## src/rtl/perm_pkg.sv

```systemverilog
// Shared definitions for the permute-and-pipeline datapath.
//   perm_mode_e  : permutation select carried with each word
//   perm_src_idx : for output bit b, the input bit index that feeds it
package perm_pkg;

    typedef enum logic [1:0] {
        PERM_PASS      = 2'd0,
        PERM_REV_ALL   = 2'd1,
        PERM_REV_LANE  = 2'd2,
        PERM_SWAP_LANE = 2'd3
    } perm_mode_e;

    // Evaluated with constant arguments only, so each call folds to a fixed wire.
    function automatic int perm_src_idx(input int b, input int width, input int lanes,
                                        input perm_mode_e mode);
        int lw;
        int l;
        int k;
        int src;
        lw = width / lanes;
        l  = b / lw;
        k  = b % lw;
        case (mode)
            PERM_PASS:      src = b;
            PERM_REV_ALL:   src = width - 1 - b;
            PERM_REV_LANE:  src = l * lw + lw - 1 - k;
            PERM_SWAP_LANE: src = (lanes - 1 - l) * lw + k;
            default:        src = b;
        endcase
        return src;
    endfunction

endpackage

```

## src/rtl/perm_reverse_pipe_stage.sv

```systemverilog
// perm_stage: one elastic register slot with a valid/ready handshake.
//   i_clk, i_arst_n      : clock, async active-low reset
//   i_valid/o_ready/i_data : upstream side
//   o_valid/i_ready/o_data : downstream side
// Ready is combinational from downstream ready so a full chain still
// streams one word per cycle.
module perm_stage #(
    parameter int WIDTH = 4
) (
    input  logic             i_clk,
    input  logic             i_arst_n,
    input  logic             i_valid,
    output logic             o_ready,
    input  logic [WIDTH-1:0] i_data,
    output logic             o_valid,
    input  logic             i_ready,
    output logic [WIDTH-1:0] o_data
);

    logic             valid_q, valid_d;
    logic [WIDTH-1:0] data_q, data_d;

    assign o_ready = !valid_q || i_ready;

    always_comb begin
        valid_d = valid_q;
        data_d  = data_q;
        if (o_ready) begin
            valid_d = i_valid;
            if (i_valid) begin
                data_d = i_data;
            end
        end
    end

    always_ff @(posedge i_clk or negedge i_arst_n) begin
        if (!i_arst_n) begin
            valid_q <= 1'b0;
            data_q  <= '0;
        end else begin
            valid_q <= valid_d;
            data_q  <= data_d;
        end
    end

    assign o_valid = valid_q;
    assign o_data  = data_q;

endmodule

```

## src/rtl/perm_reverse_pipe.sv

```systemverilog
// perm_reverse_pipe: permutes a WIDTH-bit word on entry (mode captured per
// word) and carries it through DEPTH elastic register stages.
//   i_clk, i_arst_n          : clock, async active-low reset
//   i_valid/o_ready/i_data/i_mode : producer side
//   o_valid/i_ready/o_data   : consumer side
//   o_level                  : words currently held (0..DEPTH)
module perm_reverse_pipe
    import perm_pkg::*;
#(
    parameter int WIDTH = 4,
    parameter int LANES = 1,
    parameter int DEPTH = 2
) (
    input  logic                       i_clk,
    input  logic                       i_arst_n,
    input  logic                       i_valid,
    output logic                       o_ready,
    input  logic [WIDTH-1:0]           i_data,
    input  logic [1:0]                 i_mode,
    output logic                       o_valid,
    input  logic                       i_ready,
    output logic [WIDTH-1:0]           o_data,
    output logic [$clog2(DEPTH+1)-1:0] o_level
);

    localparam int LVL_W = $clog2(DEPTH + 1);

    if (WIDTH < 1 || DEPTH < 1 || LANES < 1 || (WIDTH % LANES) != 0) begin : g_bad_param
        $error("perm_reverse_pipe: illegal WIDTH/LANES/DEPTH combination");
    end

    logic [WIDTH-1:0] rev_all_w, rev_lane_w, swap_lane_w;
    logic [WIDTH-1:0] perm_data;

    for (genvar b = 0; b < WIDTH; b++) begin : g_perm
        assign rev_all_w[b]   = i_data[perm_src_idx(b, WIDTH, LANES, PERM_REV_ALL)];
        assign rev_lane_w[b]  = i_data[perm_src_idx(b, WIDTH, LANES, PERM_REV_LANE)];
        assign swap_lane_w[b] = i_data[perm_src_idx(b, WIDTH, LANES, PERM_SWAP_LANE)];
    end

    always_comb begin
        perm_data = i_data;
        case (perm_mode_e'(i_mode))
            PERM_PASS:      perm_data = i_data;
            PERM_REV_ALL:   perm_data = rev_all_w;
            PERM_REV_LANE:  perm_data = rev_lane_w;
            PERM_SWAP_LANE: perm_data = swap_lane_w;
            default:        perm_data = i_data;
        endcase
    end

    // Index n is the link feeding stage n; index DEPTH is the output port.
    logic             stg_valid [DEPTH+1];
    logic             stg_ready [DEPTH+1];
    logic [WIDTH-1:0] stg_data  [DEPTH+1];

    assign stg_valid[0]     = i_valid;
    assign stg_data[0]      = perm_data;
    assign stg_ready[DEPTH] = i_ready;

    for (genvar n = 0; n < DEPTH; n++) begin : g_stage
        perm_stage #(.WIDTH(WIDTH)) u_stage (
            .i_clk    (i_clk),
            .i_arst_n (i_arst_n),
            .i_valid  (stg_valid[n]),
            .o_ready  (stg_ready[n]),
            .i_data   (stg_data[n]),
            .o_valid  (stg_valid[n+1]),
            .i_ready  (stg_ready[n+1]),
            .o_data   (stg_data[n+1])
        );
    end

    assign o_ready = stg_ready[0];
    assign o_valid = stg_valid[DEPTH];
    assign o_data  = stg_data[DEPTH];

    logic             accept, xfer;
    logic [LVL_W-1:0] level_q, level_d;

    assign accept = i_valid && o_ready;
    assign xfer   = o_valid && i_ready;

    always_comb begin
        level_d = level_q;
        if (accept && !xfer) begin
            level_d = level_q + LVL_W'(1);
        end else if (!accept && xfer) begin
            level_d = level_q - LVL_W'(1);
        end
    end

    always_ff @(posedge i_clk or negedge i_arst_n) begin
        if (!i_arst_n) begin
            level_q <= '0;
        end else begin
            level_q <= level_d;
        end
    end

    assign o_level = level_q;

endmodule

```

## config.mk

```make
export PLATFORM = sky130hd
export DESIGN_NAME = perm_reverse_pipe
export DESIGN_NICKNAME = d
export VERILOG_FILES = /design/src/rtl/perm_pkg.sv /design/src/rtl/perm_reverse_pipe_stage.sv /design/src/rtl/perm_reverse_pipe.sv
export SDC_FILE = /design/constraint.sdc
export NUM_CORES = 1
export LEC_CHECK = 0
export CORE_MARGIN = 2
export CORE_UTILIZATION = 40
export DETAILED_ROUTE_END_ITERATION = 8
export DONT_BUFFER_PORTS = 1
export PLACE_DENSITY = 0.56
export SKIP_LAST_GASP = 1
export SLEW_MARGIN = 10
export SYNTH_ARGS = -nofsm -noshare
export SYNTH_HDL_FRONTEND = slang
export SYNTH_HIERARCHICAL = 1
export SYNTH_SLANG_ARGS = --single-unit
export TNS_END_PERCENT = 1
```

## constraint.sdc

```tcl
create_clock -name i_clk -period 2.5 [get_ports i_clk]
set_input_delay 0.5 -clock i_clk [delete_from_list [all_inputs] [get_ports i_clk]]
set_output_delay 0.5 -clock i_clk [all_outputs]
set_load 0.05 [all_outputs]
```

==> flow_summary.ini, run 1 <==
[synth]
ys_ff_latch = 12
syn_avg_cell_area_um2 = 12.9
yosysUniqueCellTypes = 12
ys_seq_area_share_pct = 49.4
yosysWarnings = 6
syn_inst = 47
synth_nets = 58
mappedNetlistArea_um2 = 608

[cells_and_area]
fillers = 138
layout_common_cells = nand2_1 (13), dfrtp_1 (12), mux2_4 (8)
final_area_um2 = 682
area_growth_pct = 12.1
diodes = 0
nets = 65
drive_gt1_share_pct = 34.0
seq_area_um2 = 300
final_common_cell = nand2_1
multi_input_area_um2 = 308

[worst_setup_path]
slowest_stage = dfrtp_1
path_class = reg2reg
crit_path_cell_trace = nand2b_4 -> nand2b_4 -> and2_1 -> ha_1 -> xor2_1 -> nor2_1 -> xor2_1
required_ps = 2690
critPathMaxFanout = 4
arrival_ps = 1770
cp-start-kind = flip-flop
cp-end-kind = flip-flop
crit_buf_inv = 0
crit_family = simple AND/OR/NAND/NOR gates
cp_slowest_stage_delay_ps = 390

[detailed_routing]
drtIter0Drc = 2
drtAntennaViolNets = 0
via_per_inst = 4.96
drt_pass1_iterations = 2
drc_errors = 0
vias = 342
wire_per_inst_um = 13.6
routed_wl_um = 935

[power_and_ir_drop]
finalPower_w = 0.000711
p_leak_nw = 0.348
ir_drop_mv = 0.297
power.density_nw_per_um2 = 1040

[sta]
setup_slack_ps = 917
worstMarginPinSlew_ps = 547
fmax_mhz = 632
slew_viol_final = 0
period_share_pct = 63.3
finalSetupTns_ps = 0
rsz0062_at_grt = false
fin_worst_skew_ps = 0.887
finalHoldViolations = 0
setup_viol = 0
max-slew-margin-rel_pct = 63.5
finalCriticalPeriod_ps = 1580

[clock_tree]
cts_root_buffer = clkbuf_4
clockBufferDepth = 2
htree_num_levels = 1
cts-buffers-inserted = 3
insertion_delay_ps = 260
path_clk_slew_ps = 70
numClockSinks = 12
cts_tree = done
cts_setup_buffers = 0

[placed_design]
hpwl_um = 761
gp_congestion = 0.600
portBuffers = 0
postPlaceCellArea_um2 = 636
place_worst_setup_slack_ps = 730

[die]
die_area_um2 = 1850
start_util_pct = 41.3
die_y_um = 43.0
core_um2 = 1470
rows = 14
die_w_um = 43.0
ios = 18

[grt]
grt_pass1_wl_um = 1660
grt_overflow = 0
grt_max_degree = 13
antenna_found_initial = 0
grt_util_all_layers_pct = 12.4
grt_pass1_vias = 393

[status]
outcome = completed

[flow_run]
drv_cap = 0

[worst_hold_path]
hold_path_class = in2reg
[per-layer routing]
layer	up-vias	track usage (%)	wire length, µm
li1	163	-	-
met1	162	12.7	356
met2	15	22.4	497
met3	2	2.98	68
met4	0	7.27	12
met5	-	0	0
[what timing repair did]
action	in CTS	in global routing
hold buffers	1	0
resized for setup	0	0
hold endpoints to repair	12	0
[final timing paths]
path	start	depth (start not counted)	end	slack [ps]
max	g_stage[1].u_stage/o_valid	7	o_level[1]	920
min	i_valid	1	g_stage[0].u_stage/o_valid	340
max reg2reg	g_stage[1].u_stage/o_valid	7	o_level[1]	920
min reg2reg	g_stage[0].u_stage/o_data[3]	1	g_stage[1].u_stage/o_data[3]	520
max in group asynchronous	i_arst_n	1	g_stage[0].u_stage/o_data[2]	1520
min in group asynchronous	i_arst_n	1	o_level[0]	640
[cell usage after synthesis (all sizes together)]
cell type   n  area, µm²
dfrtp      12        300
or2b        2       15.0
and2        1       6.26
nand2      15       71.3
nor2        1       3.75
nand2b      2       27.5
ha          1       12.5
mux2        8        120
xnor2       2       17.5
xor2        3       33.8
[state kept, by name (all words and copies together), names as in the netlist]
register                 count
o_level                      2
g_stage.u_stage/o_valid      2
g_stage.u_stage/o_data       8
[cell type report]
cell class | instances | area share (%)
sequential | 12 | 44.0
clock buffer | 4 | 5.32
multi-input combinational | 35 | 45.1
tap | 16 | 2.94
timing repair buffer | 2 | 2.57
[worst register-to-register path, cell delays in order, from the launching register on]
cell and delay, ps:
dfrtp_1 390, nand2b_4 80, nand2b_4 240, and2_1 190
ha_1 210, xor2_1 140, nor2_1 130, xor2_1 150
[cell families after synthesis]
| kind of cell | count (synthesis) | synth area share [%] |
|---|---|---|
| fa+ha+maj | 1 | 2.06 |
| xor+xnor | 5 | 8.44 |
| flops | 12 | 49.4 |
| simple gates | 21 | 20.4 |
| mux | 8 | 19.8 |
[stage by stage]
stage          cells  utilization [%]  hold WS, ps
2_1_floorplan     47                -          204
3_3_place_gp      64             43.2          205
3_5_place_dp      64             43.2          205
4_1_cts           69             46.3          329
5_1_grt           69             46.3          330
6_report          69             46.3          337
[where the power goes]
group / total, W / internal [W] / switching, W
clock network: 0.000149 / 0.0000883 / 0.0000609
logic: 0.000135 / 0.0000832 / 0.0000514
registers: 0.000427 / 0.000246 / 0.000182
total: 0.000711 / 0.000417 / 0.000294
No activity file was read; power rests on OpenSTA's default activity.
==> run 2: changes to the inputs <==
PLACE_DENSITY = 0.58   (was 0.56)
clock period = 1.3 ns   (was 2.5 ns; I/O delays follow)
==> run 2 against run 1 <==
First-iteration DRC count rose by 50%. Critical endpoint is now o_ready. The run now ends with setup timing left. Final area rose by 17%. Total power rose by 110%.
==> flow_summary.ini, run 2 (synthesis gave the netlist of run 1 again) <==
[status]
outcome = finished with violations
violations = setup timing

[worst_setup_path]
critPathMaxFanout = 2
cpMostUsedCell = nand2b_4
path_class = reg2out
arrival_ps = 1110
crit_path_cell_trace = nand2b_4 -> nand2b_4 -> buf_6 -> buf_8
cp-start-kind = flip-flop
crit_family = flip-flops
slowest_stage = dfrtp_2
crit_buf_inv = 2
critPathLaunch = g_stage[1].u_stage/o_valid
cp_slowest_stage_delay_ps = 430
required_ps = 1040
r2r-start = g_stage[1].u_stage/o_valid
cp-end-kind = output pin

[sta]
finalCriticalPeriod_ps = 1370
period_share_pct = 105
fin_worst_skew_ps = 0.455
setup_viol = 6
fmax_mhz = 730
finalHoldViolations = 0
worstMarginPinSlew_ps = 520
max-slew-margin-rel_pct = 65.2
finalSetupTns_ps = -240
setup_slack_ps = -69.7
rsz0062_at_grt = true
slew_viol_final = 0

[cells_and_area]
final_area_um2 = 800
fillers = 135
utilization_pct = 54.3
area_growth_pct = 31.5
nets = 77
layout_common_cells = nand2_1 (13), dfrtp_1 (11), buf_4 (11)
largest_reg_flops = 8
final_common_cell = nand2_1
drive_gt1_share_pct = 50.8
diodes = 0

[die]
die_y_um = 43.0
core_um2 = 1470
ios = 18
die_w_um = 43.0
rows = 14
die_area_um2 = 1850
start_util_pct = 41.3

[detailed_routing]
via_per_inst = 4.79
drtAntennaViolNets = 0
vias = 388
drt_pass1_iterations = 4
wire_per_inst_um = 12.6
routed_wl_um = 1020
drc_errors = 0
drtIter0Drc = 3

[worst_hold_path]
hold_start = i_valid
hold_path_class = in2reg

[placed_design]
gp_congestion = 0.676
postPlaceCellArea_um2 = 727
portBuffers = 0

[power_and_ir_drop]
power.density_nw_per_um2 = 1880
ir_drop_mv = 0.825
p_leak_nw = 0.411
finalPower_w = 0.00151

[clock_tree]
clockBufferDepth = 2
path_clk_slew_ps = 80
insertion_delay_ps = 270
cts_tree = done
htree_num_levels = 1
cts-buffers-inserted = 3
cts_root_buffer = clkbuf_4
numClockSinks = 12

[grt]
grt_overflow = 0
grt_pass1_wl_um = 1820
grt_pass1_vias = 423
grt_util_all_layers_pct = 13.9
grt_max_degree = 13
antenna_found_initial = 0

[flow_run]
drv_cap = 0
[run 2: layout make-up]
cell class | count | area, µm² | area share (%)
timing repair buffer | 14 | 119 | 14.9
clock buffer | 4 | 36.3 | 4.54
tap | 16 | 20.0 | 2.50
sequential | 12 | 302 | 37.7
multi-input combinational | 35 | 323 | 40.4
[run 2: worst paths after layout]
check,end,slack [ps],depth (start not counted)
setup reg to reg,o_level[1],-60,7
hold / removal,g_stage[0].u_stage/o_valid,90,1
max in group asynchronous,g_stage[1].u_stage/o_valid,530,1
hold reg to reg,g_stage[0].u_stage/o_data[2],520,1
min in group asynchronous,o_level[1],400,1
setup / recovery,o_ready,-70,4
[run 2: power by group]
group | switching (W) | internal [W] | total [W] | leakage (nW)
combinational | 0.000344 | 0.000263 | 0.000606 | 0.250
sequential | 0.000129 | 0.000477 | 0.000607 | 0.140
clock | 0.000124 | 0.000170 | 0.000294 | 0.0210
[run 2: worst register-to-register path: cells and delay by family (launching register included)]
kind / cells / cell delay (ps)
simple gates: 4 / 470
flops: 1 / 390
xor+xnor: 2 / 290
fa+ha+maj: 1 / 150
[run 2: stage by stage]
stage               instances  setup WS (ps)  hold slack (ps)
floorplan                  47           -390            -35.6
global route               81           -120             85.9
detailed placement         74          -72.8            -35.3
global placement           74          -22.7            -35.3
finish                     81          -69.7             88.8
CTS                        81          -89.1             78.0
[run 2: routing by layer]
layer / global-route usage [%] / vias to the layer above / wire length, µm
li1: - / 185 / -
met1: 13.0 / 183 / 389
met2: 25.8 / 18 / 547
met3: 5.11 / 2 / 70
met4: 7.27 / 0 / 13
met5: 0 / - / 0
[run 2: what timing repair did]
item | CTS | global route
hold endpoints to repair | 12 | 0
buffers inserted | 2 | 0
resized for setup | 3 | 0
endpoints found under the setup margin | 2 | 6
hold buffers | 1 | 0
pin swaps | 1 | 2
==> run 3: changes to the inputs <==
CTS_CLUSTER_SIZE = 16   (was not set)
==> results of run 3 <==
Same layout as run 2: the final DEF is identical, and so are final timing and power.
==> patch 1 (settings of run 3) <==
Register the input `i_mode` before use, without a reset. The logic sees it one clock later. The other inputs are not delayed to match.
--- a/src/rtl/perm_reverse_pipe.sv
+++ b/src/rtl/perm_reverse_pipe.sv
@@ -27,2 +27,8 @@
 
+    logic [1:0] i_mode_q;
+
+    always_ff @(posedge i_clk) begin
+        i_mode_q <= i_mode;
+    end
+
     if (WIDTH < 1 || DEPTH < 1 || LANES < 1 || (WIDTH % LANES) != 0) begin : g_bad_param
@@ -42,3 +48,3 @@
         perm_data = i_data;
-        case (perm_mode_e'(i_mode))
+        case (perm_mode_e'(i_mode_q))
             PERM_PASS:      perm_data = i_data;
Formal check against the unedited RTL: not equivalent (Yosys sat finds a counterexample within 4 cycles, from zero or initial values and one cycle with i_arst_n low).
==> patch 1 against run 3 <==
  * The flow still finishes with violations (setup timing)
  * Sequential cell count increased by 2
  * Cell area up 6.6%
  * Global-route usage shrank 0.62 points
  * Routed wire length grew 5.2%
  * Synthesized cell count increased by 4.3%
  * Power increased by 5.2%
  * Via count rose by 4.1%
  * Setup slack worse by 0.031 ns
  * Area after synthesis increased by 6.6%
==> patch 1: results <==
export IMPL_outcome="finished with violations"
export IMPL_violations="setup timing"
export IMPL_postCtsSetupRepairBufs=1
export IMPL_setup_viol=6
export IMPL_clockBufferCount=4
export IMPL_grt_pass1_wl_um=1790
export IMPL_drive_gt1_share_pct=47.1
export IMPL_pre_cts_slack_ns=-0.0605
export IMPL_pg_seq_w=0.000672
export IMPL_seq_share_pct=40.1
export IMPL_area_growth_pct=31.5
export IMPL_design_area_um2=852
export IMPL_p_int_w=0.000976
export IMPL_dp_cells=76
export IMPL_gp_congestion=0.662
export IMPL_layout_nets=80
export IMPL_clk_share_pct=4.26
export IMPL_buf_share_pct=15.4
export IMPL_cts_hold_buf=3
export IMPL_place_area_um2=767
export IMPL_grt_util_all_layers_pct=13.3
export IMPL_via_count=404
export IMPL_wl_per_cell_um=12.8
export IMPL_synth_distinct_cells=13
export IMPL_synthTopCellsByArea="dfrtp_1 (46%), mux2_4 (19%), nand2_1 (7.5%)"
export IMPL_comb_cell_power_w=0.000609
export IMPL_path_clk_slew_ns=0.09
export IMPL_syn_avg_cell_area_um2=13.2
export IMPL_worst_slew_pin_slew_ns=0.507
export IMPL_synth_fa_ha_area_share_pct=1.93
export IMPL_fill_cells=128
export IMPL_fin_tns_setup_ns=-0.391
export IMPL_synth_xor_area_share_pct=7.92
export IMPL_clock_skew_ns=0.00792
export IMPL_final_setup_worst_slack_ns=-0.101
export IMPL_nNonClkBuffers=15
export IMPL_firstDrtPassIters=1
export IMPL_p_leak_nw=0.431
export IMPL_peakVddDrop_uv=695
export IMPL_hold_ws_ns=0.0938
export IMPL_synth_mux_area_share_pct=18.5
export IMPL_syn_nets=60
export IMPL_grt_pass1_vias=445
export IMPL_largest_reg_flops=8
export IMPL_ys_seq_area_share_pct=52.5
export IMPL_switching_power_w=0.000609
export IMPL_multi_input_area_share_pct=37.9
export IMPL_vias_per_cell=4.81
export IMPL_arrival_ns=1.14
==> patch 1: routing by layer <==
metal	wire length, um	share of wire [%]	GRT usage, %	vias to the layer above
li1	-	-	-	195
met1	377	35	13.6	193
met2	594	55	22.9	14
met3	91	8.5	4.08	2
met4	11	1.0	9.09	0
met5	0	0	0	-
==> patch 1: path summary, 6_finish.rpt <==
check                                                         startpoint                                  endpoint  cells after the start
worst max register to register    g_stage[1].u_stage/o_valid$_DFFE_PN0P_                    o_level[1]$_DFFE_PN0P_                      7
worst min register to register  g_stage[1].u_stage/o_data[0]$_DFFE_PN0P_  g_stage[1].u_stage/o_data[0]$_DFFE_PN0P_                      1
worst max-delay path              g_stage[1].u_stage/o_valid$_DFFE_PN0P_                                   o_ready                      4
min in group asynchronous                                       i_arst_n  g_stage[1].u_stage/o_data[2]$_DFFE_PN0P_                      1
worst min-delay path                                             i_valid    g_stage[0].u_stage/o_valid$_DFFE_PN0P_                      1
max in group asynchronous                                       i_arst_n    g_stage[1].u_stage/o_valid$_DFFE_PN0P_                      1
==> patch 2 (flow settings as in run 3) <==
Made on the original files. `DEPTH`: 2 -> 4.
--- a/src/rtl/perm_reverse_pipe.sv
+++ b/src/rtl/perm_reverse_pipe.sv
@@ -11,3 +11,3 @@
     parameter int LANES = 1,
-    parameter int DEPTH = 2
+    parameter int DEPTH = 4
 ) (
Interface: changed (resized o_level); port bits go from 18 to 19. The function was not compared with the original's and may differ.
==> patch 2 against run 3 <==
  * The run still ends with setup timing left
  * Cell area is 65% higher
  * Setup slack worse by 0.65 ns
  * Count of clock-buffer cells in the layout is 1 lower
  * Routed wire length is 57% higher
  * Area after synthesis is 81% higher
  * Power is 80% higher
  * Combinational power is 98% higher
  * Sequential cell count is 11 higher
  * Global-route usage is 2.5 points lower
  * Critical path type is now reg -> reg
  * Largest cell class is now sequential cells
  * Largest power group is now combinational cells
==> patch 2: results <==
export IMPL_critical_path_slowest_cell="dfrtp_2"
export IMPL_grt_pass1_vias=638
export IMPL_synth_common_cells="dfrtp_1 (23), mux2_4 (16), nand2_1 (13)"
export IMPL_slew_viol_final=0
export IMPL_fin_tns_setup_ns=-3.64
export IMPL_ff2ff_setup_slack_ns=-0.72
export IMPL_grt_util_all_layers_pct=11.4
export IMPL_firstDrtPassIters=2
export IMPL_cts_buffer_depth=2
export IMPL_final_setup_worst_slack_ns=-0.716
export IMPL_syn_nets=87
export IMPL_crit_path_start="g_stage[3].u_stage/o_valid$_DFFE_PN0P_"
export IMPL_synth_distinct_cells=15
export IMPL_setup_viol=13
export IMPL_grt_pass1_wl_um=2780
export IMPL_postCtsSetupRepairBufs=0
export IMPL_use_met2_pct=16.6
export IMPL_worstRegToRegCells=11
export IMPL_relSlewSlack_pct=30.0
export IMPL_clock_skew_ns=0.00346
export IMPL_drt_iter0_drc=1
export IMPL_met3_usage_pct=2.07
export IMPL_grt_max_degree=24
export IMPL_holdCritStartpoint="i_valid"
export IMPL_holdPathEnd="g_stage[0].u_stage/o_valid$_DFFE_PN0P_"
export IMPL_root_buffer="clkbuf_4"
export IMPL_crit_path_end_kind="flop"
export IMPL_reg2reg_to="o_level[2]$_DFFE_PN0P_"
export IMPL_grt_use_met1_pct=15.5
export IMPL_dp_cells=122
export IMPL_outcome="finished with violations"
export IMPL_hold_ws_ns=0.0540
export IMPL_layout_nets=109
export IMPL_p_leak_nw=0.669
export IMPL_critPathMaxFanout=2
export IMPL_arrival_ns=2.25
export IMPL_drive_gt1_share_pct=53.1
export IMPL_clk_latency_ns=0.30
export IMPL_synth_edff_count=0
export IMPL_ys_seq_area_share_pct=52.2
export IMPL_fin_cells=127
export IMPL_fill_cells=230
export IMPL_synthTopCellsByArea="dfrtp_1 (52%), mux2_4 (22%), nand2b_4 (5.0%)"
export IMPL_largest_reg_flops=16
export IMPL_path_clk_slew_ns=0.12
export IMPL_peakVddDrop_uv=1210
export IMPL_violations="setup timing"
export IMPL_wl_per_cell_um=12.6
export IMPL_crit_family="simple AND/OR/NAND/NOR gates"
export IMPL_gp_congestion=0.633
export IMPL_syn_inst=75
export IMPL_pre_cts_slack_ns=-0.737
export IMPL_via_count=604
==> patch 2: cell count changes in the layout (fill, tap and decap cells not counted), sizes merged <==
| cell | delta |
|---|---|
| clkbuf | -1 |
| nand2 | +2 |
| clkinv | +1 |
| dfrtp | +11 |
| mux2 | +9 |
| fa | +1 |
| or2b | +2 |
| inv | +1 |
| buf | +3 |
| nand2b | +2 |
==> patch 2: final cells by class <==
cell class / count / area (um^2) / share of cell area (%)
Inverter: 1 / 3.75 / 0.284
Clock buffer: 3 / 22.5 / 1.70
Sequential cell: 23 / 577 / 43.6
Multi-Input combinational cell: 51 / 546 / 41.2
Clock inverter: 1 / 5.00 / 0.378
Timing Repair Buffer: 17 / 130 / 9.84
Tap cell: 31 / 38.8 / 2.93
==> patch 2: power by group <==
group          internal, W  leakage (nW)  switching (W)
Clock             0.000115        0.0177       0.000210
Combinational     0.000593         0.383       0.000604
Sequential        0.000969         0.268       0.000224
==> patch 2: metal layers <==
metal  vias to the layer above  part of all wire (%)
met5                         -                     0
met3                         2                   4.9
met1                       291                    48
li1                        292                     -
met4                         0                   1.7
met2                        19                    46
==> patch 2: cell families (layout without fill, tap and decap cells) <==
family / after synthesis / count (layout) / share of synthesized area, %
XOR/XNOR: 5 / 5 / 4.65
adder cells (fa/ha/maj): 2 / 2 / 2.95
buffers and inverters: 1 / 22 / 0.340
flip-flops: 23 / 23 / 52.2
AND/OR/NAND/NOR: 27 / 27 / 17.1
multiplexers: 17 / 17 / 22.8
==> patch 2: repair_timing <==
action	CTS	global route
resized for setup	2	0
pin swaps	2	0
hold buffers	1	0
endpoints found under the setup margin	13	36
hold endpoints to repair	23	0
